--- src/rtl/add_arbiter.sv ---
// rtl/add_arbiter.sv - round-robin arbiter sharing one registered 32-bit adder
//
// Purpose:
//   Time-multiplexes a single 32-bit adder between NREQ requesters (e.g. PC+4,
//   branch target and address calculation). One requester is granted per cycle
//   in round-robin order. Its operands are added and the result is registered.
//   The result is then presented with the owner's ID on a valid/ready response port.
//
// Parameters:
//   NREQ - number of requesters, 2..8 (need not be a power of two)
//   IDW  - requester ID width, 2**IDW >= NREQ
//
// Ports:
//   clk        in   clock, all state updates on the rising edge
//   reset      in   synchronous active-high reset
//   req_valid  in   [NREQ]     requester i has operands pending
//   req_a      in   [NREQ*32]  operand A, requester i at [32*i +: 32]
//   req_b      in   [NREQ*32]  operand B, same packing
//   req_ready  out  [NREQ]     one-hot grant (accept = valid & ready)
//   rsp_valid  out             registered result available
//   rsp_id     out  [IDW]      requester that owns the result
//   rsp_sum    out  [32]       a + b modulo 2**32
//   rsp_carry  out             unsigned carry-out of bit 31
//   rsp_ovf    out             signed overflow (only with ADD_ARB_OVF_EN)
//   rsp_ready  in              consumer accepts the result
//
// Build option:
//   ADD_ARB_OVF_EN - when defined, adds the registered rsp_ovf output.

module add_arbiter #(
   parameter int NREQ = 4,
   parameter int IDW  = 2
) (
   input  logic                clk,
   input  logic                reset,
   input  logic [NREQ-1:0]     req_valid,
   input  logic [NREQ*32-1:0]  req_a,
   input  logic [NREQ*32-1:0]  req_b,
   output logic [NREQ-1:0]     req_ready,
   output logic                rsp_valid,
   output logic [IDW-1:0]      rsp_id,
   output logic [31:0]         rsp_sum,
   output logic                rsp_carry,
`ifdef ADD_ARB_OVF_EN
   output logic                rsp_ovf,
`endif
   input  logic                rsp_ready
);

   typedef enum logic {
      IDLE = 1'b0,
      HOLD = 1'b1
   } state_t;

   state_t          state_q, state_d;
   logic [IDW-1:0]  rr_ptr_q, rr_ptr_d;
   logic [IDW-1:0]  rsp_id_q, rsp_id_d;
   logic [31:0]     rsp_sum_q, rsp_sum_d;
   logic            rsp_carry_q, rsp_carry_d;
`ifdef ADD_ARB_OVF_EN
   logic            rsp_ovf_q, rsp_ovf_d;
`endif

   logic            can_accept;
   logic            grant_found;
   logic [IDW-1:0]  grant_idx;
   logic            grant_valid;
   logic [IDW-1:0]  rr_next;
   logic [31:0]     a_sel;
   logic [31:0]     b_sel;
   logic [32:0]     sum_full;

   // A new result may be accepted when nothing is held, or when the held
   // result leaves this cycle.
   assign can_accept = (state_q == IDLE) | rsp_ready;

   // Round-robin search in two passes. The first pass covers rr_ptr..NREQ-1.
   // The second pass wraps to 0..rr_ptr-1. This avoids modulo arithmetic on
   // non-power-of-two NREQ.
   always_comb begin
      grant_found = 1'b0;
      grant_idx   = '0;
      for (int i = 0; i < NREQ; i++) begin
         if (!grant_found && req_valid[i] && (i >= int'(rr_ptr_q))) begin
            grant_found = 1'b1;
            grant_idx   = IDW'(i);
         end
      end
      for (int i = 0; i < NREQ; i++) begin
         if (!grant_found && req_valid[i]) begin
            grant_found = 1'b1;
            grant_idx   = IDW'(i);
         end
      end
   end

   // Reset gating keeps req_ready low while reset is asserted, even before
   // the state registers have been initialised.
   assign grant_valid = grant_found & can_accept & ~reset;

   always_comb begin
      req_ready = '0;
      for (int i = 0; i < NREQ; i++) begin
         req_ready[i] = grant_valid && (grant_idx == IDW'(i));
      end
   end

   // Operand mux for the winning requester.
   always_comb begin
      a_sel = '0;
      b_sel = '0;
      for (int i = 0; i < NREQ; i++) begin
         if (grant_idx == IDW'(i)) begin
            a_sel = req_a[32*i +: 32];
            b_sel = req_b[32*i +: 32];
         end
      end
   end

   // The single shared adder. Bit 32 is the unsigned carry-out.
   assign sum_full = {1'b0, a_sel} + {1'b0, b_sel};

   // The pointer moves past the winner so that the winner has lowest priority next.
   assign rr_next = (grant_idx == IDW'(NREQ - 1)) ? '0 : grant_idx + IDW'(1);

   // ---------------------------------------------------------------------
   // FSM: state register
   // ---------------------------------------------------------------------
   always_ff @(posedge clk) begin
      if (reset) begin
         state_q <= IDLE;
      end else begin
         state_q <= state_d;
      end
   end

   // ---------------------------------------------------------------------
   // FSM: next-state logic
   // ---------------------------------------------------------------------
   always_comb begin
      state_d = state_q;
      case (state_q)
         IDLE: begin
            if (grant_valid) begin
               state_d = HOLD;
            end
         end
         HOLD: begin
            // A grant in HOLD implies rsp_ready, so the old result leaves
            // and the new one takes its place in the same cycle.
            if (grant_valid) begin
               state_d = HOLD;
            end else if (rsp_ready) begin
               state_d = IDLE;
            end
         end
         default: state_d = IDLE;
      endcase
   end

   // ---------------------------------------------------------------------
   // FSM: outputs
   // ---------------------------------------------------------------------
   always_comb begin
      rsp_valid = (state_q == HOLD);
   end

   // ---------------------------------------------------------------------
   // Datapath registers. They load only on a grant. Otherwise they keep
   // the last result, even after it has been consumed.
   // ---------------------------------------------------------------------
   always_comb begin
      rr_ptr_d    = rr_ptr_q;
      rsp_id_d    = rsp_id_q;
      rsp_sum_d   = rsp_sum_q;
      rsp_carry_d = rsp_carry_q;
`ifdef ADD_ARB_OVF_EN
      rsp_ovf_d   = rsp_ovf_q;
`endif
      if (grant_valid) begin
         rr_ptr_d    = rr_next;
         rsp_id_d    = grant_idx;
         rsp_sum_d   = sum_full[31:0];
         rsp_carry_d = sum_full[32];
`ifdef ADD_ARB_OVF_EN
         // Signed overflow: both operands have the same sign and the sum has a different sign.
         rsp_ovf_d   = (a_sel[31] == b_sel[31]) && (sum_full[31] != a_sel[31]);
`endif
      end
   end

   always_ff @(posedge clk) begin
      if (reset) begin
         rr_ptr_q    <= '0;
         rsp_id_q    <= '0;
         rsp_sum_q   <= '0;
         rsp_carry_q <= 1'b0;
`ifdef ADD_ARB_OVF_EN
         rsp_ovf_q   <= 1'b0;
`endif
      end else begin
         rr_ptr_q    <= rr_ptr_d;
         rsp_id_q    <= rsp_id_d;
         rsp_sum_q   <= rsp_sum_d;
         rsp_carry_q <= rsp_carry_d;
`ifdef ADD_ARB_OVF_EN
         rsp_ovf_q   <= rsp_ovf_d;
`endif
      end
   end

   assign rsp_id    = rsp_id_q;
   assign rsp_sum   = rsp_sum_q;
   assign rsp_carry = rsp_carry_q;
`ifdef ADD_ARB_OVF_EN
   assign rsp_ovf   = rsp_ovf_q;
`endif

endmodule

--- config.mk ---
export PLATFORM = sky130hd
export DESIGN_NAME = add_arbiter
export DESIGN_NICKNAME = d
export VERILOG_FILES = /design/src/rtl/add_arbiter.sv
export SDC_FILE = /design/constraint.sdc
export NUM_CORES = 1
export LEC_CHECK = 0
export BUFFER_PORTS_ARGS = -buffer_cell sky130_fd_sc_hd__buf_4
export CAP_MARGIN = 20
export CELL_PAD_IN_SITES_DETAIL_PLACEMENT = 1
export CELL_PAD_IN_SITES_GLOBAL_PLACEMENT = 1
export CORE_MARGIN = 5
export CORE_UTILIZATION = 26
export CTS_CLUSTER_SIZE = 10
export DETAILED_ROUTE_END_ITERATION = 12
export PLACE_DENSITY = 0.78
export SLEW_MARGIN = 20
export SYNTH_ARGS = -nofsm -noshare
export SYNTH_HDL_FRONTEND = slang
export SYNTH_SLANG_ARGS = --single-unit
--- constraint.sdc ---
create_clock -name clk -period 4.2 [get_ports clk]
set_clock_uncertainty 0.05 [all_clocks]
set_input_delay 0.42 -clock clk [delete_from_list [all_inputs] [get_ports clk]]
set_output_delay 0.42 -clock clk [all_outputs]
set_load 0.01 [all_outputs]
==> results by group, run 1 <==
Outcome
  – Status: finished, final reports clean

Worst setup path
  – Worst path slowest cell: dfxtp_2
  – R2R cell count: 22
  – Worst Path Max Fanout: 6
  – Critical Path Start Type: flip-flop
  – Data arrival, critical path: about 4.3 ns
  – FF-to-FF Start: rr_ptr_q[1]$_SDFFE_PP0P_
  – Cell mode on critical path: buf_4
  – WS Path Type: flip-flop to flip-flop
  – Crit. End Element: flip-flop
  – Crit path buf inv count: 6
  – WP data required: between 4 and 5 ns
  – Worst setup path end: rsp_sum[29]$_SDFFE_PP0P_
  – Crit path max-delay family: compound AO/OA/AOI/OAI gates
  – Max incr delay on CP: roughly 0.34 ns
  – Critical path depth in cells: 22
  – Worst setup path start: rr_ptr_q[1]$_SDFFE_PP0P_
  – R2R Setup Slk: just over 0.07 ns
  – CP cell instances: buf_4, a21oi_2, o21ai_1, a21oi_2, inv_2, ha_4, buf_6, buf_4, buf_4, a21oi_2, nor2_1, a21oi_1, o21ai_1, buf_4, ha_4, nand4_1, or2_1, or3_1, o21ba_4, o21ai_4, a311o_1, nand3_1
  – Worst reg2reg endpoint: rsp_sum[29]$_SDFFE_PP0P_

Clock tree
  – Root Driver: clkbuf_16
  – Hold buffers post-CTS: 0
  – Clock tree from TritonCTS: built
  – Worst-Skew Late Latency: 0.28 ns
  – Clock tree buffer depth: 2
  – # H-tree levels: 2
  – CTS Buf Count: 5
  – CTS sink cnt: 38
  – Reg clk slew, reported paths: 0.06 ns

Place
  – Placed wire-length estimate: approximately 24000 um
  – IO buf count: between 300 and 400
  – Routability Congestion: ~0.86
  – Placement Setup Slack: -0.233 ns

Pwr
  – Worst VDD drop: a little under 200 uV
  – LEAKAGE: around 4.7 nW
  – Total power draw: roughly 0.0048 W
  – Pwr dens: roughly 500 nW/um2

Routing
  – DRT Pass-1 Iters: 5
  – Via count: around 8100
  – Initial DRC count: between 300 and 400
  – Post-DRT Antenna Nets: 0
  – Wire per inst: 19.7 um
  – WL final: a little over 30000 um
  – Drt via density: roughly 5.1
  – Post-route DRC: 0

Floorplan
  – # IOs: roughly 300
  – Die area: between 20000 and 25000 um2
  – Overall die height: ~150 um
  – Starting Density: around a quarter
  – Die span in x: roughly 150 um
  – FP Rows: 52
  – Core Region: ~20000 um2

Yosys
  – Post-Synth Simple-Gate Area: between 30% and 40%
  – Post-synthesis cell count: between 900 and 1000
  – Synth area leaders: a21oi_1 (18%), dfxtp_1 (14%), nand2_1 (14%), nor2_1 (11%), ha_1 (8.5%)
  – Area leader, netlist: a21oi_1
  – Compound-cell area share of the yosys netlist: 35.6%
  – Post-synthesis sequential area ratio: 14.3%
  – Most common cell in the netlist: nand2_1
  – Adder-Cell Fraction of Synth Area: just under 9%
  – Unique masters post-synth: 57
  – Async set-reset flop share out of synthesis: 0%
  – Post-Syn Area: 5330 um2
  – Top-area cell type share of the netlist area: between 10% and 20%
  – EDFF count, synth: 0
  – Largest family of logic cells by synthesized area: compound AO/OA/AOI/OAI gates
  – Main synth FF type: dfxtp_1
  – Yosys warnings: 0
  – Syn Area/Cell: roughly 5.8 um2
  – Mux contribution to synthesized area: less than 1%
  – Synth top cells by count: nand2_1 (194), a21oi_1 (191), nor2_1 (151), o21ai_0 (80), clkbuf_1 (56)
  – Yosys reg bits: 38
  – Post-synthesis xor/xnor area fraction: approximately 3.1%
  – Synth Net Count: between 1000 and 1500

STA
  – Post-route setup TNS: 0 ns
  – Max-slew violation count: 0
  – Final hold violations: 0
  – RSZ-0062 raised after global routing: yes
  – Max_slew headroom: around 56%
  – Slew @ Worst Pin: between 0.6 and 0.7 ns
  – Fin crit period: 4.13 ns
  – Fmax: 242 MHz
  – Final worst slack: between 0.07 and 0.08 ns
  – Period utilisation layout: 98.3%
  – Final setup violation count: 0

Global route
  – Number of global-route vias before repair: 8275
  – Total track usage: around 23%
  – Initial antenna violation count: 0
  – Largest net degree at the start of global routing: between 40 and 50
  – Grt ovf: 0
  – First-pass GRT wire length: between 40000 and 50000 um

Layout
  – Final core area utilization: around 48%
  – Diode count: 0
  – Share of layout cells above drive strength 1: 41.8%
  – Final net count: 1616
  – Synthesis-to-layout area growth: 81.4%

Flow run
  – Max Cap Viol: 0

Hold path
  – Hold Crit Class: flip-flop to flip-flop
worst min-delay path by stage:
stage / startpoint / to / cells past startpoint
after detailed placement: rsp_sum[18]$_SDFFE_PP0P_ / rsp_sum[18]$_SDFFE_PP0P_ / 2
after CTS: req_valid[3] / rsp_valid$_SDFF_PP0_ / 3
after global routing: rsp_sum[18]$_SDFFE_PP0P_ / rsp_sum[18]$_SDFFE_PP0P_ / 2
after floorplan: rsp_sum[15]$_SDFFE_PP0P_ / rsp_sum[15]$_SDFFE_PP0P_ / 2
after global placement: rsp_sum[3]$_SDFFE_PP0P_ / rsp_sum[3]$_SDFFE_PP0P_ / 2
final: rsp_sum[18]$_SDFFE_PP0P_ / rsp_sum[18]$_SDFFE_PP0P_ / 2
timing repair:
item	in CTS	in global routing
pin swaps	6	30
gates resized for setup	8	111
gates cloned	0	8
setup buffers	1	14
endpoints found under the setup margin	12	25
registers in the layout (all words and copies together), names as in the netlist:
signal and flops:
rsp_valid 1, rsp_carry 1, rr_ptr_q 2, rsp_id 2, rsp_sum 32
metrics by stage:
stage               area [um2]  hold WS (ns)  std cells
floorplan                 5330         0.417        924
global placement          8760         0.393       1557
detailed placement        8760         0.397       1557
CTS                       8990         0.405       1566
global route              9660         0.428       1587
finish                    9660         0.402       1587
cells in the final DEF (no fill, tap or decap), types with 13 or more instances in the layout:
cell	Yosys	routed
buf_4	1	432
nand2_1	194	191
a21oi_1	191	166
nor2_1	151	144
o21ai_0	80	55
dfxtp_1	38	37
a21oi_2	2	27
ha_1	36	22
o21ai_1	3	21
a21o_1	17	17
clkbuf_16	0	13
final cells by class:
cell class	instances	area, um2
clock buffers	6	139
clock inverters	2	60.1
fillers	2668	10600
inverters	6	22.5
multi-input cells	807	4620
flip-flops and latches	38	762
well taps	270	338
repair buffers	458	3730
kinds of logic (layout without fill, tap and decap cells):
| family | after synthesis | in the layout |
|---|---|---|
| compound gates | 338 | 338 |
| xor+xnor | 19 | 19 |
| fa+ha+maj | 37 | 37 |
| buf+inv | 79 | 472 |
| flops | 38 | 38 |
| mux | 2 | 2 |
| simple gates | 411 | 411 |
layer usage:
metal | global-route usage, % | part of all wire [%] | up-vias
met5 | 0 | 0 | -
met4 | 5.81 | 2.5 | 0
met3 | 4.86 | 6.8 | 44
met2 | 42.1 | 51 | 305
met1 | 27.7 | 40 | 3728
li1 | - | - | 3983
power by group:
group	internal (W)	switching [W]
combinational	0.00177	0.00195
sequential	0.000496	0.0000892
clock	0.000357	0.000156
worst min-delay path, stage by stage (launching register included):
cell and delay, ns:
dfxtp_1 0.31, nand2_1 0.05, a21oi_1 0.05
Power figures use the tool's default switching activity.
==> run 2: changes to the inputs <==
--- a/config.mk
+++ b/config.mk
@@ -9,11 +9,12 @@
 export CAP_MARGIN = 20
 export CELL_PAD_IN_SITES_DETAIL_PLACEMENT = 1
 export CELL_PAD_IN_SITES_GLOBAL_PLACEMENT = 1
-export CORE_MARGIN = 5
+export CORE_MARGIN = 10
 export CORE_UTILIZATION = 26
 export CTS_CLUSTER_SIZE = 10
 export DETAILED_ROUTE_END_ITERATION = 12
 export PLACE_DENSITY = 0.78
+export RECOVER_POWER = 25
 export SLEW_MARGIN = 20
 export SYNTH_ARGS = -nofsm -noshare
 export SYNTH_HDL_FRONTEND = slang
==> results by group, run 2 (synthesis results as in run 1) <==
Clock tree
  – Clock tree buffer depth: 2
  – Reg clk slew, reported paths: ~0.070 ns
  – CTS Buf Count: 5
  – Clock tree from TritonCTS: built
  – CTS sink cnt: 38
  – # H-tree levels: 2
  – Worst-Skew Late Latency: ~0.28 ns
  – Root Driver: clkbuf_16

Pwr
  – Worst VDD drop: roughly 250 uV
  – Pwr dens: roughly 500 nW/um2
  – LEAKAGE: around 4.6 nW

Worst setup path
  – Data arrival, critical path: between 4 and 5 ns
  – WS Path Type: flip-flop to flip-flop
  – Crit. End Element: flip-flop
  – WP data required: 4.32 ns
  – Worst Path Max Fanout: 12
  – Critical Path Start Type: flip-flop

Routing
  – Post-DRT Antenna Nets: 0
  – Wire per inst: between 15 and 20 um
  – WL final: roughly 31000 um
  – Initial DRC count: between 300 and 400
  – Drt via density: just over 5
  – DRT Pass-1 Iters: 4
  – Via count: between 8000 and 9000
  – Post-route DRC: 0

Global route
  – Largest net degree at the start of global routing: between 40 and 50
  – Initial antenna violation count: 1
  – Grt ovf: 0
  – Number of global-route vias before repair: between 8000 and 9000
  – First-pass GRT wire length: around 46000 um
  – Total track usage: 21.5%

Layout
  – Non-filler instance count after layout: about 1600
  – Largest register FFs: 32
  – Final core area utilization: between 40% and 50%
  – Share of layout cells above drive strength 1: between 40 and 50%
  – Most common cell after layout, fill and taps aside: buf_4
  – Fin area: 9490 um2
  – Most frequent cells in the layout: buf_4 (426), nand2_1 (192), a21oi_1 (158), nor2_1 (148), o21ai_0 (58)
  – Final net count: 1620
  – Synthesis-to-layout area growth: 78.0%

Place
  – DP Cell Count: around 1600
  – Cell Area, Placed: between 8000 and 9000 um2
  – Routability Congestion: between 0.8 and 0.9
  – Placed wire-length estimate: between 20000 and 30000 um
  – IO buf count: roughly 300

Floorplan
  – Die area: between 20000 and 30000 um2
  – # IOs: slightly above 300
  – FP Rows: between 50 and 60
  – Overall die height: 163 um
  – Core Region: a little over 20000 um2
  – Starting Density: about a quarter
  – Die span in x: between 150 and 200 um

STA
  – Fmax: about 250 MHz
  – Final setup violation count: 0
  – Hold Slack: around 0.4 ns
  – Final hold violations: 0
  – Period utilisation layout: between 90% and 100%
  – Max-slew violation count: 0
  – Fin crit period: 4.07 ns
  – Slew @ Worst Pin: around 0.66 ns
  – Max_slew headroom: a little under three fifths
  – Post-route setup TNS: 0 ns
  – RSZ-0062 raised after global routing: yes

Outcome
  – Status: finished, final reports clean

Flow run
  – Max Cap Viol: 0

Hold path
  – Hold Crit Class: flip-flop to flip-flop
## run 2: cell count changes in the layout (fill, tap and decap cells not counted), sizes merged
cell / previous run / this run
buf: 450 / 443
diode: 0 / 1
clkinv: 0 / 1
clkbuf: 14 / 24
## run 2: stage by stage
stage / total power, W / setup slack, ns
2_1_floorplan: 0.00226 / 0.0109
3_3_place_gp: 0.00373 / -0.296
3_5_place_dp: 0.00382 / -0.371
4_1_cts: 0.00437 / -0.0135
5_1_grt: 0.00508 / -0.0989
6_report: 0.00471 / 0.128
## run 2: routing by layer
layer / share of wire, % / GRT usage [%]
met3: 6.4 / 5.61
met2: 50 / 38.6
met1: 42 / 25.0
met5: 0 / 0
met4: 2.0 / 4.22
## run 2: layout make-up
type	instances	area [um2]
fill	2701	10700
clock inverter	3	68.8
multi-input combinational	807	4610
inverter	6	22.5
tap	270	338
sequential	38	764
antenna	1	2.50
clock buffer	5	125
timing repair buffer	462	3550
## run 2: worst paths after layout
check / startpoint / end / slack (ns) / cells after the start
setup / recovery: rr_ptr_q[1]$_SDFFE_PP0P_ / rsp_sum[21]$_SDFFE_PP0P_ / 0.13 / 21
hold / removal: rsp_sum[15]$_SDFFE_PP0P_ / rsp_sum[15]$_SDFFE_PP0P_ / 0.40 / 2
setup reg to reg: rr_ptr_q[1]$_SDFFE_PP0P_ / rsp_sum[21]$_SDFFE_PP0P_ / 0.13 / 21
hold reg to reg: rsp_sum[15]$_SDFFE_PP0P_ / rsp_sum[15]$_SDFFE_PP0P_ / 0.40 / 2
## run 2: what timing repair did
action,in CTS,in global routing
setup buffers,1,22
hold buffers,0,0
cloned,0,2
endpoints found under the hold margin,0,0
setup endpoints to repair,18,24
gates resized for setup,8,103
pin swaps,0,35
## run 2: worst max-delay path: stages (launching register included)
cell       delay (ns)
dfxtp_4          0.35
nand2b_1         0.15
a21oi_2          0.14
a311oi_1         0.06
buf_4            0.15
buf_6            0.11
ha_4             0.17
buf_6            0.14
buf_4            0.14
clkbuf_16        0.16
a21oi_2          0.11
nor2_1           0.05
a21oi_1          0.14
o21ai_0          0.11
ha_1             0.37
nand4_1          0.20
or3_1            0.41
a211o_1          0.25
o211ai_1         0.17
o22ai_2          0.14
xor2_1           0.26
a21oi_1          0.10
## run 2: power breakdown
part	switching, W	internal (W)
Sequential	0.0000777	0.000496
Combinational	0.00190	0.00172
Clock	0.000167	0.000342
==> run 3: changes to the inputs <==
==> constraint.sdc (replaced) <==
create_clock -name clk -period 3.5 [get_ports clk]
set_clock_uncertainty 0.05 [all_clocks]
set_input_delay 0.35 -clock clk [delete_from_list [all_inputs] [get_ports clk]]
set_output_delay 0.35 -clock clk [all_outputs]
set_load 0.01 [all_outputs]
==> results by group, run 3 (synthesis results as in run 1) <==
Floorplan
  – Overall die height: roughly 160 um
  – FP Rows: 52
  – Die span in x: roughly 160 um
  – Core Region: ~20000 um2
  – # IOs: 303
  – Die area: 26600 um2
  – Starting Density: approximately a quarter

Layout
  – Final core area utilization: a little over half
  – # fillers: roughly 2600
  – Share of layout cells above drive strength 1: roughly 48%
  – Most frequent cells in the layout: buf_4 (465), nand2_1 (181), a21oi_1 (150), nor2_1 (142), a21oi_2 (41)
  – Most common cell after layout, fill and taps aside: buf_4
  – Largest register FFs: 32
  – Synthesis-to-layout area growth: 98.4%
  – Final net count: 1683

Flow run
  – Max Cap Viol: 0

Worst setup path
  – Data arrival, critical path: approximately 4.6 ns
  – R2R Setup Slk: -0.89 ns
  – R2R cell count: 24
  – Worst reg2reg endpoint: rsp_sum[19]$_SDFFE_PP0P_
  – WP data required: roughly 3.7 ns
  – FF-to-FF Start: rr_ptr_q[1]$_SDFFE_PP0P_
  – Critical Path Start Type: flip-flop
  – WS Path Type: flip-flop to flip-flop
  – Worst Path Max Fanout: 4
  – Crit. End Element: flip-flop

Pwr
  – Worst VDD drop: 272 uV
  – Pwr dens: just over 600 nW/um2
  – Total power draw: 0.00655 W
  – LEAKAGE: 5.09 nW

STA
  – Final hold violations: 0
  – Max_slew headroom: around half
  – RSZ-0062 raised after global routing: yes
  – Final setup violation count: 30
  – Slew @ Worst Pin: around 0.73 ns
  – Final worst slack: -0.891 ns
  – Max-slew violation count: 0
  – Post-route setup TNS: -20.91 ns
  – Period utilisation layout: 125%
  – Fin crit period: around 4.4 ns
  – Fmax: between 200 and 250 MHz

Clock tree
  – Clock tree from TritonCTS: built
  – CTS Buf Count: 5
  – CTS sink cnt: 38
  – Root Driver: clkbuf_16
  – # H-tree levels: 2
  – Reg clk slew, reported paths: ~0.06 ns
  – Hold buffers post-CTS: 0
  – Worst-Skew Late Latency: between 0.2 and 0.3 ns
  – Clock tree buffer depth: 2

Routing
  – Post-DRT Antenna Nets: 0
  – Wire per inst: ~23 um
  – Via count: about 9000
  – Initial DRC count: around 470
  – WL final: approximately 38000 um
  – Post-route DRC: 0
  – DRT Pass-1 Iters: 4
  – Drt via density: 5.40

Place
  – IO buf count: about 300
  – Routability Congestion: roughly 0.94
  – Placed wire-length estimate: around 26000 um

Global route
  – First-pass GRT wire length: slightly above 50000 um
  – Grt ovf: 0
  – Number of global-route vias before repair: slightly above 9000
  – Initial antenna violation count: 1
  – Largest net degree at the start of global routing: 36
  – Total track usage: around 24%

Hold path
  – Worst Hold Launch: rsp_ready
  – Hold Crit Class: input pin to flip-flop
  – Hold depth: 3
  – WHS Endpoint: rsp_valid$_SDFF_PP0_

Outcome
  – Status: finished, violations left
  – Violated checks: negative setup slack
==> run 3: cell types whose count changed in the layout (fill, tap and decap cells not counted), moves of 9 or more <==
cell	before	now
nand2_1	192	181
buf_12	5	14
o21ai_1	19	31
buf_4	426	465
buf_6	11	22
o21ai_0	58	39
==> run 3: critical path, cell delays in order, from the launching register on <==
cell	delay (ns)
dfxtp_4	0.36
mux2i_1	0.18
nor2_1	0.06
a311oi_2	0.32
inv_2	0.09
ha_4	0.21
buf_12	0.15
buf_8	0.12
buf_16	0.13
nand2_4	0.07
nor2_2	0.04
a21oi_1	0.15
nor2_1	0.08
a21oi_2	0.16
o21ai_2	0.11
ha_1	0.33
a21o_1	0.19
nand4_1	0.23
a21oi_4	0.29
o21ai_4	0.10
buf_6	0.13
o31a_4	0.27
xnor2_1	0.19
nand2_1	0.11
a21oi_2	0.18
==> run 3: final cells by class <==
type	count	area [um2]	share of cell area [%]
clock inverter	2	12.5	0.118
inverter	6	22.5	0.213
antenna	1	2.50	0.0237
sequential	38	764	7.23
timing repair buffer	525	4360	41.2
tap	270	338	3.20
multi-input combinational	807	4930	46.7
clock buffer	6	139	1.31
==> run 3: layer usage <==
layer  up-vias  global-route usage [%]  routed length [um]
li1       4128                       -                   -
met1      4242                    27.2               14300
met2       422                    43.0               18600
met3       140                    6.59                2950
met4         0                    10.0                2080
met5         -                       0                   0
==> run 3: what timing repair did <==
item	in CTS	in global routing
resized for setup	137	67
gates cloned	8	0
endpoints found under the setup margin	29	31
buffers inserted	39	17
pin swaps	57	40
==> run 3: power breakdown <==
part | switching (W) | internal [W] | leakage [nW]
combinational | 0.00281 | 0.00257 | 4.70
sequential | 0.000102 | 0.000596 | 0.315
clock | 0.000196 | 0.000282 | 0.0729
==> run 3: how the worst max path moves through the flow <==
stage | slack, ns | end | cells past startpoint | start
6_report | -0.89 | rsp_sum[19]$_SDFFE_PP0P_ | 24 | rr_ptr_q[1]$_SDFFE_PP0P_
2_1_floorplan | -0.29 | rsp_sum[29]$_SDFFE_PP0P_ | 22 | rr_ptr_q[1]$_SDFFE_PP0P_
4_1_cts | -0.50 | rsp_sum[29]$_SDFFE_PP0P_ | 21 | rr_ptr_q[1]$_SDFFE_PP0P_
3_5_place_dp | -0.79 | rsp_sum[29]$_SDFFE_PP0P_ | 21 | req_valid[0]
5_1_grt | -1.17 | rsp_sum[17]$_SDFFE_PP0P_ | 23 | rr_ptr_q[1]$_SDFFE_PP0P_
3_3_place_gp | -0.69 | rsp_sum[15]$_SDFFE_PP0P_ | 21 | req_valid[0]
==> run 3: through the flow <==
stage                     setup WS (ns)  instance area [um2]  hold WS, ns  instances
after floorplan                  -0.289                 5490        0.417        924
after global placement           -0.693                 9100        0.389       1586
after detailed placement         -0.786                 9100        0.394       1586
after CTS                        -0.505                10200        0.342       1637
after global routing              -1.17                10600        0.368       1655
final                            -0.891                10600        0.349       1655
